<file path="config.mk">
export PLATFORM = sky130hd
export DESIGN_NAME = seq_sub32_flat
export DESIGN_NICKNAME = d
export VERILOG_FILES = /design/src/rtl/seq_sub32_if.sv /design/src/rtl/seq_sub32.sv /design/src/flat_wrapper.sv
export SDC_FILE = /design/constraint.sdc
export NUM_CORES = 1
export LEC_CHECK = 0
export ABC_AREA = 0
export ABC_CLOCK_PERIOD_IN_PS = 4750
export CORE_AREA = 8 8 141 143
export CTS_CLUSTER_DIAMETER = 60
export CTS_CLUSTER_SIZE = 14
export DETAILED_ROUTE_END_ITERATION = 10
export DIE_AREA = 0 0 149 151
export GPL_ROUTABILITY_DRIVEN = 0
export GPL_TIMING_DRIVEN = 0
export PLACE_DENSITY_LB_ADDON = 0.25
export SYNTH_ARGS = -nofsm -noshare
export SYNTH_HDL_FRONTEND = slang
export SYNTH_SLANG_ARGS = --single-unit
export TNS_END_PERCENT = 100
</file>
<file path="constraint.sdc">
create_clock -name clk -period 4.75 [get_ports clk]
set_input_delay 0.95 -clock clk [delete_from_list [all_inputs] [get_ports clk]]
set_output_delay 0.95 -clock clk [all_outputs]
set_load 0.05 [all_outputs]
</file>
<file path="src/rtl/seq_sub32_if.sv">
// seq_sub32_if: start/busy/done handshake and operand/result bus for seq_sub32.
// Optional ovf signal present only when SEQ_SUB_OVF_EN is defined.
interface seq_sub32_if #(
   parameter int unsigned WIDTH = 32
) ();

   logic             start;
   logic [WIDTH-1:0] a;
   logic [WIDTH-1:0] b;
   logic             bin;
   logic             busy;
   logic             done;
   logic [WIDTH-1:0] diff;
   logic             bout;
`ifdef SEQ_SUB_OVF_EN
   logic             ovf;
`endif

`ifdef SEQ_SUB_OVF_EN
   modport master (output start, a, b, bin, input busy, done, diff, bout, ovf);
   modport slave  (input start, a, b, bin, output busy, done, diff, bout, ovf);
`else
   modport master (output start, a, b, bin, input busy, done, diff, bout);
   modport slave  (input start, a, b, bin, output busy, done, diff, bout);
`endif

endinterface

</file>
<file path="src/rtl/seq_sub32.sv">
// seq_sub32: digit-serial subtractor, diff = a - b - bin, DIGIT bits per cycle,
// LSB digit first, with start/busy/done handshake.
// Optional feature macro: SEQ_SUB_OVF_EN adds a registered signed-overflow flag (ovf).
// WIDTH must be an integer multiple of DIGIT, and WIDTH > DIGIT.
module seq_sub32 #(
   parameter int unsigned WIDTH = 32,
   parameter int unsigned DIGIT = 4
) (
   input  logic        clk,
   input  logic        rst,
   seq_sub32_if.slave  bus
);

   localparam int unsigned N  = WIDTH / DIGIT;
   localparam int unsigned CW = (N > 1) ? $clog2(N) : 1;
   localparam int unsigned DW = DIGIT + 1;

   typedef enum logic [1:0] {
      ST_IDLE = 2'd0,
      ST_CALC = 2'd1,
      ST_DONE = 2'd2
   } state_t;

   state_t           state;
   logic [CW-1:0]    cnt;
   logic [WIDTH-1:0] a_q;
   logic [WIDTH-1:0] b_q;
   logic             brw;
   logic [WIDTH-1:0] work;
   logic             busy_q;
   logic             done_q;
   logic [WIDTH-1:0] diff_q;
   logic             bout_q;
`ifdef SEQ_SUB_OVF_EN
   logic             a_msb;
   logic             b_msb;
   logic             ovf_q;
`endif

   logic [DW-1:0]    dig;
   logic [WIDTH-1:0] next_work;
   logic             last;

   // Current digit difference; the working result fills from the top and
   // shifts right, so after N digits digit i sits at offset i*DIGIT.
   always_comb begin
      dig       = {1'b0, a_q[DIGIT-1:0]} - {1'b0, b_q[DIGIT-1:0]} - DW'(brw);
      next_work = {dig[DIGIT-1:0], work[WIDTH-1:DIGIT]};
      last      = (cnt == CW'(N - 1));
   end

   // Handshake FSM and digit datapath; completion keys on the last-digit compare.
   always_ff @(posedge clk) begin
      if (rst) begin
         state  <= ST_IDLE;
         cnt    <= '0;
         a_q    <= '0;
         b_q    <= '0;
         brw    <= 1'b0;
         work   <= '0;
         busy_q <= 1'b0;
         done_q <= 1'b0;
         diff_q <= '0;
         bout_q <= 1'b0;
`ifdef SEQ_SUB_OVF_EN
         a_msb  <= 1'b0;
         b_msb  <= 1'b0;
         ovf_q  <= 1'b0;
`endif
      end else begin
         done_q <= 1'b0;
         case (state)
            ST_IDLE, ST_DONE: begin
               if (bus.start) begin
                  a_q    <= bus.a;
                  b_q    <= bus.b;
                  brw    <= bus.bin;
                  cnt    <= '0;
                  busy_q <= 1'b1;
                  state  <= ST_CALC;
`ifdef SEQ_SUB_OVF_EN
                  a_msb  <= bus.a[WIDTH-1];
                  b_msb  <= bus.b[WIDTH-1];
`endif
               end else begin
                  state  <= ST_IDLE;
               end
            end
            ST_CALC: begin
               a_q  <= a_q >> DIGIT;
               b_q  <= b_q >> DIGIT;
               brw  <= dig[DIGIT];
               work <= next_work;
               cnt  <= cnt + CW'(1);
               if (last) begin
                  state  <= ST_DONE;
                  busy_q <= 1'b0;
                  done_q <= 1'b1;
                  diff_q <= next_work;
                  bout_q <= dig[DIGIT];
`ifdef SEQ_SUB_OVF_EN
                  ovf_q  <= (a_msb != b_msb) && (next_work[WIDTH-1] != a_msb);
`endif
               end
            end
            default: state <= ST_IDLE;
         endcase
      end
   end

   assign bus.busy = busy_q;
   assign bus.done = done_q;
   assign bus.diff = diff_q;
   assign bus.bout = bout_q;
`ifdef SEQ_SUB_OVF_EN
   assign bus.ovf  = ovf_q;
`endif

endmodule

</file>
<file path="src/flat_wrapper.sv">
// flat-port wrapper written by rule: the top's interface ports become plain ports
module seq_sub32_flat 
#(
   parameter int unsigned WIDTH = 32,
   parameter int unsigned DIGIT = 4
)
  (clk, rst, bus_start, bus_a, bus_b, bus_bin, bus_busy, bus_done, bus_diff, bus_bout);
  seq_sub32_if #(.WIDTH(WIDTH)) bus_i ();
  input  logic clk;
  input  logic rst;
  input wire logic [$bits(bus_i.start)-1:0] bus_start;
  input wire logic [$bits(bus_i.a)-1:0] bus_a;
  input wire logic [$bits(bus_i.b)-1:0] bus_b;
  input wire logic [$bits(bus_i.bin)-1:0] bus_bin;
  output wire logic [$bits(bus_i.busy)-1:0] bus_busy;
  output wire logic [$bits(bus_i.done)-1:0] bus_done;
  output wire logic [$bits(bus_i.diff)-1:0] bus_diff;
  output wire logic [$bits(bus_i.bout)-1:0] bus_bout;
  assign bus_i.start = bus_start;
  assign bus_i.a = bus_a;
  assign bus_i.b = bus_b;
  assign bus_i.bin = bus_bin;
  assign bus_busy = bus_i.busy;
  assign bus_done = bus_i.done;
  assign bus_diff = bus_i.diff;
  assign bus_bout = bus_i.bout;
  seq_sub32 #(.WIDTH(WIDTH), .DIGIT(DIGIT)) u_core (.clk(clk), .rst(rst), .bus(bus_i));
endmodule
</file>
==> results.json, run 1 <==
{
  "wl_per_cell_um": 15.30,
  "synth_cell_type_count": 32,
  "syn_to_final_growth_pct": 35.62,
  "synth-edff-count": 0,
  "synth_nets": 688,
  "synth_seq_area_share": 0.5164,
  "worstRegToRegCells": 9,
  "run_status": "completed",
  "worstHoldPathType": "register to register",
  "p_per_area_nw_per_um2": 397.8,
  "ys_warn_count": 0,
  "crit_buf_inv": 2,
  "htreeDepth": 4,
  "crit_slowest_cell": "fa_1",
  "clock_sinks": 133,
  "dr.pass1.iters": 4,
  "viasPerCell": 4.812,
  "synthArstFlopShare": 0,
  "cts.path.max_buffers": 2,
  "design.portCount": 103,
  "worst_setup_path_end_kind": "register",
  "diodes": 0,
  "ant_nets": 0,
  "min_period_ns": 2.607,
  "clk_latency_ns": 0.42,
  "hold_viol_final": 0,
  "die_area_sq_um": 22500,
  "grt_pass1_wl_mm": 24.08,
  "path_clk_slew_ns": 0.06,
  "synth_most_common_cell": "dfxtp_1",
  "rsz0062_at_grt": "false",
  "yosysTopAreaCellShare": 0.5164,
  "cts_root_buf": "clkbuf_16",
  "gr-total-overflow": 0,
  "drv_slew": 0,
  "die_w_um": 149,
  "p_leak_nw": 2.454,
  "maxSlewHeadroom": 0.5960,
  "drtIter0Drc": 253,
  "p_sw_mw": 0.7368,
  "cp.arrival_ns": 2.88,
  "yosys-top-cells-count": "dfxtp_1, nand2_1, nor3_1, a21oi_1, o22ai_1",
  "drc_errors": 0,
  "whs_ns": 0.4516,
  "tns_ns": 0,
  "synthTopCellsByArea": "dfxtp_1, nor3_1, nand2_1, o22ai_1, a21oi_1",
  "ir_worst_vdd_mv": 0.2879,
  "cts_resized": 0,
  "std_cell_rows": 49,
  "synth_cells": 610,
  "die_h_um": 151,
  "pwr-share-comb": 0.136,
  "worst_clock_skew_ns": 0.008420,
  "drive_gt1_frac": 0.09690,
  "cp_max_fo": 2,
  "fillers": 1874,
  "wl_mm": 14.87,
  "tightest_slew_ns": 0.6059,
  "via_count": 4677,
  "cts_buffers": 17,
  "intPower_mw": 2.045,
  "cp_cell_sequence": "inv_1 > fa_1 > inv_1 > ha_1 > or2_2 > fa_1 > nor2b_1 > a2bb2oi_1 > a311oi_1",
  "slowest_delay_ns": 0.57,
  "syn_avg_cell_area_sq_um": 8.453,
  "antenna_found_initial": 0,
  "final_nets": 808,
  "power_frac_seq": 0.438,
  "grt_pass1_vias": 4651,
  "cp.depth": 9,
  "cts_tree": "built",
  "syn_area_sq_um": 5156,
  "ys.flop_type": "dfxtp_1",
  "cp-start-kind": "register",
  "whs_path_depth": 2,
  "required_ns": 5.02,
  "p_sw_frac": 0.2649,
  "critical_path_class": "register to register",
  "port_buffers": 101,
  "power.clock.fraction": 0.426,
  "path_delay_family": "adder cells",
  "start_util": 0.2920,
  "core-area_sq_um": 17660,
  "hold_buffers": 0,
  "grt_usage": 0.1352,
  "postCtsSetupRepairBufs": 0,
  "setup_viol": 0,
  "max_freq_ghz": 0.3835,
  "grt_max_degree": 17,
  "dpl.hpwl_mm": 10.73,
  "max_cap_violations": 0,
  "synth_seq_cells": 133,
  "min_period_over_period": 0.5489,
  "yosysTopAreaCell": "dfxtp_1"
}
[cell type report]
cell class / count / area (sq um) / share of cell area
Buffer: 58 / 301.5 / 0.04312
Clock buffer: 20 / 456.7 / 0.06531
Clock inverter: 12 / 82.58 / 0.01181
Inverter: 9 / 33.78 / 0.004831
Multi-Input combinational cell: 410 / 2158 / 0.3086
Sequential cell: 133 / 2663 / 0.3807
Tap cell: 229 / 286.5 / 0.04097
Timing Repair Buffer: 101 / 1011 / 0.1446
[sequential cells by signal (all words and copies together), names as in the netlist]
register	count
u_core.a_q	32
u_core.b_q	32
u_core.bus.diff	32
u_core.work	28
u_core.cnt	3
u_core.state	2
u_core.brw	1
u_core.bus.bout	1
u_core.bus.busy	1
u_core.bus.done	1
[power by group through the flow]
stage | logic (mW) | registers (mW) | clock network [mW]
after CTS | 0.381 | 1.22 | 1.20
after global placement | 0.377 | 1.24 | 0
after global routing | 0.422 | 1.23 | 1.25
final | 0.377 | 1.22 | 1.18
after floorplan | 0.248 | 1.23 | 0
after detailed placement | 0.379 | 1.24 | 0
[path summary, 6_finish.rpt]
path / startpoint / to / slack, ns
max: u_core.brw$_SDFFE_PP0P_ / u_core.bus.bout$_SDFFE_PP0P_ / 2.14
min: u_core.bus.diff[24]$_SDFFE_PP0P_ / u_core.bus.diff[24]$_SDFFE_PP0P_ / 0.45
max reg2reg: u_core.brw$_SDFFE_PP0P_ / u_core.bus.bout$_SDFFE_PP0P_ / 2.14
min reg2reg: u_core.bus.diff[24]$_SDFFE_PP0P_ / u_core.bus.diff[24]$_SDFFE_PP0P_ / 0.45
[routing by layer]
| metal | GRT usage | share of wire | up-vias |
|---|---|---|---|
| li1 | - | - | 2388 |
| met1 | 0.1720 | 0.48 | 2155 |
| met2 | 0.2124 | 0.45 | 125 |
| met3 | 0.04930 | 0.062 | 9 |
| met4 | 0.03483 | 0.0061 | 0 |
| met5 | 0 | 0 | - |
[per-stage QoR]
step / setup WS [ns] / std cells / util / total power [mW] / instance area (sq um)
after floorplan: 2.360 / 610 / - / 1.480 / 5156
after global placement: 2.117 / 940 / 0.3655 / 1.619 / 6454
after CTS: 2.158 / 972 / 0.3960 / 2.802 / 6993
after detailed placement: 2.170 / 940 / 0.3655 / 1.620 / 6454
final: 2.143 / 972 / 0.3960 / 2.782 / 6993
after global routing: 2.007 / 972 / 0.3960 / 2.902 / 6993
[cell families after synthesis]
| kind of cell | Yosys count | share of synthesized area |
|---|---|---|
| buffers and inverters | 67 | 0.06503 |
| xor gates and xnor gates | 2 | 0.003398 |
| AOI/OAI and AO/OA | 140 | 0.1636 |
| and+or+nand+nor | 258 | 0.2245 |
| DFF | 133 | 0.5164 |
| adders and majority gates | 10 | 0.02718 |
[layout by cell type, fill, tap and decap left out, types with 4 or more instances in the layout]
cell type / count
dfxtp_1: 133
clkbuf_16: 17
inv_1: 9
buf_2: 25
nor2_1: 10
clkbuf_1: 21
a21oi_1: 67
clkinvlp_4: 6
o22ai_1: 56
nand3_1: 11
a311oi_1: 5
buf_4: 8
nand2_1: 119
clkdlybuf4s50_1: 101
ha_1: 8
nor3_1: 104
clkinv_2: 4
[worst register-to-register path, stage by stage, from the launching register on]
cell       delay, ns
dfxtp_1         0.34
inv_1           0.07
fa_1            0.57
inv_1           0.05
ha_1            0.17
or2_2           0.28
fa_1            0.40
nor2b_1         0.17
a2bb2oi_1       0.27
a311oi_1        0.14
(Power assumes the default switching activity.)
==> run 2: changes to the inputs <==
--- a/config.mk
+++ b/config.mk
@@ -6,7 +6,7 @@
 export NUM_CORES = 1
 export LEC_CHECK = 0
 export ABC_AREA = 0
-export ABC_CLOCK_PERIOD_IN_PS = 4750
+export ABC_CLOCK_PERIOD_IN_PS = 2300
 export CORE_AREA = 8 8 141 143
 export CTS_CLUSTER_DIAMETER = 60
 export CTS_CLUSTER_SIZE = 14
==> constraint.sdc (replaced) <==
create_clock -name clk -period 2.3 [get_ports clk]
set_input_delay 0.46 -clock clk [delete_from_list [all_inputs] [get_ports clk]]
set_output_delay 0.46 -clock clk [all_outputs]
set_load 0.05 [all_outputs]
==> results.json, run 2 (synthesized netlist as in run 1, its figures left out) <==
{
  "run_status": "finished, violations left",
  "violations": "negative setup slack",
  "min_period_over_period": 1.003,
  "critical_path_class": "register to register",
  "fin_cells": 970,
  "tightest_slew_ns": 0.6479,
  "design.portCount": 103,
  "power_frac_seq": 0.426,
  "maxSlewHeadroom": 0.5680,
  "diodes": 0,
  "ant_nets": 0,
  "dpl.hpwl_mm": 10.67,
  "syn_to_final_growth_pct": 37.01,
  "cts.path.max_buffers": 2,
  "htreeDepth": 4,
  "setup_viol": 1,
  "max_cap_violations": 0,
  "drive_gt1_frac": 0.1053,
  "drc_errors": 0,
  "p_sw_mw": 1.428,
  "start_util": 0.2920,
  "p_sw_frac": 0.2417,
  "cp.arrival_ns": 2.57,
  "clk_latency_ns": 0.41,
  "worst_clock_skew_ns": 0.006948,
  "drtIter0Drc": 246,
  "dr.pass1.iters": 6,
  "grt_max_degree": 17,
  "port_buffers": 101,
  "wl_per_cell_um": 15.19,
  "hold_buffers": 0,
  "cts_root_buf": "clkbuf_16",
  "cp-start-kind": "register",
  "worst_setup_path_end_kind": "register",
  "wl_mm": 14.73,
  "fin_util": 0.4001,
  "die_area_sq_um": 22500,
  "hold_viol_final": 0,
  "p_leak_nw": 2.497,
  "setup_slack_ns": -0.007693,
  "cts_tree": "built",
  "path_clk_slew_ns": 0.05,
  "worstHoldPathType": "primary input to register",
  "grt_pass1_vias": 4727,
  "p_per_area_nw_per_um2": 836.5,
  "rsz0062_at_grt": "true",
  "pwr-share-comb": 0.138,
  "cp_max_fo": 2,
  "required_ns": 2.57,
  "antenna_found_initial": 0,
  "max_freq_ghz": 0.4333,
  "cts_buffers": 17,
  "fillers": 1899,
  "clock_sinks": 133,
  "placedCellCount": 940,
  "final_nets": 810,
  "core-area_sq_um": 17660,
  "intPower_mw": 4.481,
  "grt_usage": 0.1343,
  "gr-total-overflow": 0,
  "std_cell_rows": 49,
  "layout_common_cells": "dfxtp_1, nand2_1, nor3_1",
  "whs_ns": 0.4297,
  "final_common_cell": "dfxtp_1",
  "die_w_um": 149,
  "power.clock.fraction": 0.436,
  "via_count": 4636,
  "min_period_ns": 2.308,
  "die_h_um": 151,
  "viasPerCell": 4.779,
  "grt_pass1_wl_mm": 24.03,
  "ir_worst_vdd_mv": 0.5870,
  "drv_slew": 0
}
## run 2: changes by cell type in the layout (fill, tap and decap cells not counted), sizes merged
| cell | previous run | this run |
|---|---|---|
| buf | 38 | 40 |
| bufinv | 0 | 2 |
| clkbuf | 40 | 44 |
| clkinv | 6 | 2 |
| clkinvlp | 6 | 0 |
## run 2: path summary, 6_finish.rpt
kind                                from                               end  slack (ns)  cells after the start
max           u_core.b_q[0]$_SDFFE_PP0P_      u_core.bus.bout$_SDFFE_PP0P_      -0.008                      9
min                                  rst  u_core.bus.diff[31]$_SDFFE_PP0P_        0.43                      2
max reg2reg   u_core.b_q[0]$_SDFFE_PP0P_      u_core.bus.bout$_SDFFE_PP0P_      -0.008                      9
min reg2reg  u_core.work[5]$_SDFFE_PP0P_   u_core.bus.diff[1]$_SDFFE_PP0P_        0.45                      2
## run 2: timing repair
| item | 4_1_cts | 5_1_grt |
|---|---|---|
| setup buffers | 1 | 1 |
| endpoints found under the setup margin | 4 | 4 |
| gates resized for setup | 8 | 2 |
| pin swaps | 5 | 3 |
| endpoints found under the hold margin | 0 | 0 |
## run 2: per-stage QoR
stage	cell area, sq um	worst slack (ns)	power [mW]	setup TNS, ns
3_5_place_dp	6465	-0.1288	3.350	-0.3991
4_1_cts	7052	-0.01810	5.970	-0.01810
5_1_grt	7064	-0.09510	6.177	-0.1778
3_3_place_gp	6465	-0.1261	3.349	-0.4097
2_1_floorplan	5167	0.0003861	3.068	0
6_report	7064	-0.007693	5.909	-0.007693
## run 2: critical path, stage by stage, from the launching register on
cell and delay (ns):
dfxtp_2 0.32, inv_2 0.04, fa_1 0.55, inv_1 0.05
ha_2 0.16, or2_4 0.23, fa_2 0.39, nor2b_4 0.15
a2bb2oi_2 0.18, a311oi_1 0.11
## run 2: cell type report
| cell class | instances | area [sq um] | share of cell area |
|---|---|---|---|
| Sequential cell | 133 | 2665 | 0.3773 |
| Multi-Input combinational cell | 410 | 2196 | 0.3108 |
| Timing Repair Buffer | 103 | 1026 | 0.1452 |
| Clock buffer | 24 | 481.7 | 0.06819 |
| Buffer | 58 | 301.5 | 0.04269 |
| Tap cell | 229 | 286.5 | 0.04056 |
| Clock inverter | 4 | 73.82 | 0.01045 |
| Inverter | 9 | 33.78 | 0.004782 |
## run 2: power by group through the flow
| stage | clock, mW | combinational, mW | sequential, mW |
|---|---|---|---|
| 2_1_floorplan | 0 | 0.523 | 2.54 |
| 3_3_place_gp | 0 | 0.785 | 2.56 |
| 3_5_place_dp | 0 | 0.788 | 2.56 |
| 4_1_cts | 2.64 | 0.814 | 2.52 |
| 5_1_grt | 2.74 | 0.903 | 2.53 |
| 6_report | 2.58 | 0.814 | 2.52 |
## run 2: layer usage
metal	global-route usage	wire, um
met5	0	0
met4	0.03685	145
met3	0.04691	831
met2	0.2167	6840
met1	0.1669	6915
==> run 3: changes to the inputs <==
--- a/config.mk
+++ b/config.mk
@@ -5,14 +5,13 @@
 export SDC_FILE = /design/constraint.sdc
 export NUM_CORES = 1
 export LEC_CHECK = 0
-export ABC_AREA = 0
+export ABC_AREA = 1
 export ABC_CLOCK_PERIOD_IN_PS = 2300
 export CORE_AREA = 8 8 141 143
 export CTS_CLUSTER_DIAMETER = 60
 export CTS_CLUSTER_SIZE = 14
 export DETAILED_ROUTE_END_ITERATION = 10
 export DIE_AREA = 0 0 149 151
-export GPL_ROUTABILITY_DRIVEN = 0
 export GPL_TIMING_DRIVEN = 0
 export PLACE_DENSITY_LB_ADDON = 0.25
 export SYNTH_ARGS = -nofsm -noshare
==> results.json, run 3 <==
{
  "synth_cell_type_count": 24,
  "hold_buffers": 0,
  "gp_congestion": 0.7507,
  "cts_root_buf": "clkbuf_16",
  "cp_max_fo": 2,
  "dpl.hpwl_mm": 10.43,
  "core-area_sq_um": 17660,
  "postPlaceCellArea_sq_um": 6459,
  "synthArstFlopShare": 0,
  "syn_area_sq_um": 5149,
  "die_area_sq_um": 22500,
  "power_mw": 6.039,
  "ys.flop_type": "dfxtp_1",
  "min_period_over_period": 1.014,
  "synth-xor-area-share": 0.001701,
  "htreeDepth": 4,
  "cp.arrival_ns": 2.68,
  "yosys-top-cells-count": "nor2_1, dfxtp_1, nand2_1, o21ai_0, nor3_1",
  "setup_viol": 2,
  "worst_clock_skew_ns": 0.006673,
  "design.portCount": 103,
  "yosysTopAreaCell": "dfxtp_1",
  "synth_mux_area_frac": 0,
  "max_cap_violations": 0,
  "clock_sinks": 133,
  "grt_pass1_vias": 4595,
  "cts_buffers": 17,
  "pre_cts_ws_ns": -0.1599,
  "start_util": 0.2916,
  "diodes": 0,
  "cts.path.max_buffers": 2,
  "ir_worst_vdd_mv": 0.4917,
  "synth_nets": 750,
  "synth_most_common_cell": "nor2_1",
  "syn_to_final_growth_pct": 37.96,
  "synth-edff-count": 0,
  "wl_per_cell_um": 13.73,
  "violations": "negative setup slack",
  "yosysTopAreaCellShare": 0.5171,
  "min_period_ns": 2.332,
  "std_cell_rows": 49,
  "die_h_um": 151,
  "gr-total-overflow": 0,
  "grt_usage": 0.1288,
  "drive_gt1_frac": 0.1017,
  "synth_seq_cells": 133,
  "hold_viol_final": 0,
  "worstHoldPathType": "register to register",
  "required_ns": 2.65,
  "p_per_area_nw_per_um2": 850.1,
  "grt_pass1_wl_mm": 22.71,
  "max_freq_ghz": 0.4288,
  "path_clk_slew_ns": 0.06,
  "synth_seq_area_share": 0.5171,
  "cp-start-kind": "register",
  "ys_warn_count": 0,
  "critical_path_class": "register to register",
  "run_status": "finished, violations left",
  "ant_nets": 0,
  "port_buffers": 102,
  "viasPerCell": 4.488,
  "setup_slack_ns": -0.03192,
  "via_count": 4645,
  "drtIter0Drc": 220,
  "antenna_found_initial": 1,
  "synth_fa_ha_area_frac": 0.02722,
  "tightest_slew_ns": 0.6291,
  "synth-simple-area-share": 0.2758,
  "clk_latency_ns": 0.42,
  "final_nets": 872,
  "synthTopCellsByArea": "dfxtp_1, nor2_1, o21ai_0, nand2_1, nor3_1",
  "drv_slew": 0,
  "p_leak_nw": 2.918,
  "die_w_um": 149,
  "dr.pass1.iters": 4,
  "cts_tree": "built",
  "synth_cells": 672,
  "worst_setup_path_end_kind": "register",
  "wl_mm": 14.21,
  "maxSlewHeadroom": 0.5806,
  "final_common_cell": "nor2_1",
  "synth_top_family_by_area": "simple AND/OR/NAND/NOR gates",
  "grt_max_degree": 17,
  "syn_avg_cell_area_sq_um": 7.662,
  "rsz0062_at_grt": "true",
  "layout_common_cells": "nor2_1, dfxtp_1, clkdlybuf4s50_1",
  "fin_area_sq_um": 7103,
  "synth-compound-area-share": 0.1174,
  "drc_errors": 0
}
## run 3: cell count changes after synthesis, moves of 4 or more
cell and delta:
nand3_1 +19, o22ai_1 -56, nand2_1 -24, buf_2 -9
o21ai_0 +85, nor3_1 -52, buf_4 -4, a311oi_1 -5
a21oi_1 -46, nor2_1 +149, inv_1 +12, inv_2 +5
## run 3: critical path: stages (launching register included)
cell     delay [ns]
dfxtp_2        0.35
inv_2          0.04
fa_1           0.52
inv_1          0.05
ha_2           0.16
or2_4          0.25
fa_2           0.37
inv_2          0.06
nand2_2        0.05
nand2_2        0.08
nand2_2        0.05
nand2_2        0.08
nand3_2        0.07
a21oi_2        0.13
## run 3: report_power, final
| group | internal, mW | leakage (nW) | switching, mW | total (mW) |
|---|---|---|---|---|
| sequential | 2.47 | 1.09 | 0.0898 | 2.56 |
| clock | 1.69 | 0.280 | 1.01 | 2.70 |
| combinational | 0.336 | 1.55 | 0.441 | 0.778 |
## run 3: metrics by stage
step / instances / hold slack [ns] / setup TNS [ns] / util
3_5_place_dp: 1003 / 0.4455 / -0.2960 / 0.3658
5_1_grt: 1035 / 0.4699 / -0.4656 / 0.4023
3_3_place_gp: 1003 / 0.4468 / -0.2193 / 0.3658
6_report: 1035 / 0.4546 / -0.03854 / 0.4023
2_1_floorplan: 672 / 0.4283 / 0 / -
4_1_cts: 1034 / 0.4559 / 0 / 0.3995
## run 3: worst paths after layout
check                                                 from                          to  slack, ns  cells past startpoint
worst max-delay path               u_core.brw$_SDFFE_PP0P_     u_core.brw$_SDFFE_PP0P_      -0.03                     13
worst min-delay path            u_core.cnt[0]$_SDFFE_PP0P_  u_core.cnt[0]$_SDFFE_PP0P_       0.45                      1
worst max register to register     u_core.brw$_SDFFE_PP0P_     u_core.brw$_SDFFE_PP0P_      -0.03                     13
worst min register to register  u_core.cnt[0]$_SDFFE_PP0P_  u_core.cnt[0]$_SDFFE_PP0P_       0.45                      1
## run 3: cell type report
cell class              count  area [sq um]
fillers                  1869         10550
flip-flops and latches    133          2665
multi-input cells         469          2222
repair buffers            103          1028
clock buffers              17         425.4
well taps                 229         286.5
plain buffers              44         215.2
clock inverters            14         162.7
inverters                  26         97.59
## run 3: metal layers
layer / up-vias / global-route usage / routed length, um / share of wire
li1: 2438 / - / - / -
met2: 99 / 0.1975 / 6226 / 0.44
met5: - / 0 / 13 / 0.00091
met1: 2094 / 0.1654 / 6904 / 0.49
met4: 2 / 0.04392 / 155 / 0.011
met3: 12 / 0.04452 / 908 / 0.064
## run 3: cell families (layout without fill, tap and decap cells)
kind of cell               after synthesis  after routing
and+or+nand+nor                        342            342
DFF                                    133            133
AOI/OAI and AO/OA                      116            116
adders and majority gates               10             10
buffers and inverters                   70            204
xor gates and xnor gates                 1              1
## run 3: timing repair
action / 4_1_cts / 5_1_grt
resized for setup: 5 / 11
cloned: 0 / 0
setup endpoints to repair: 4 / 2
pin swaps: 2 / 8
endpoints found under the hold margin: 0 / 0
setup buffers: 0 / 1
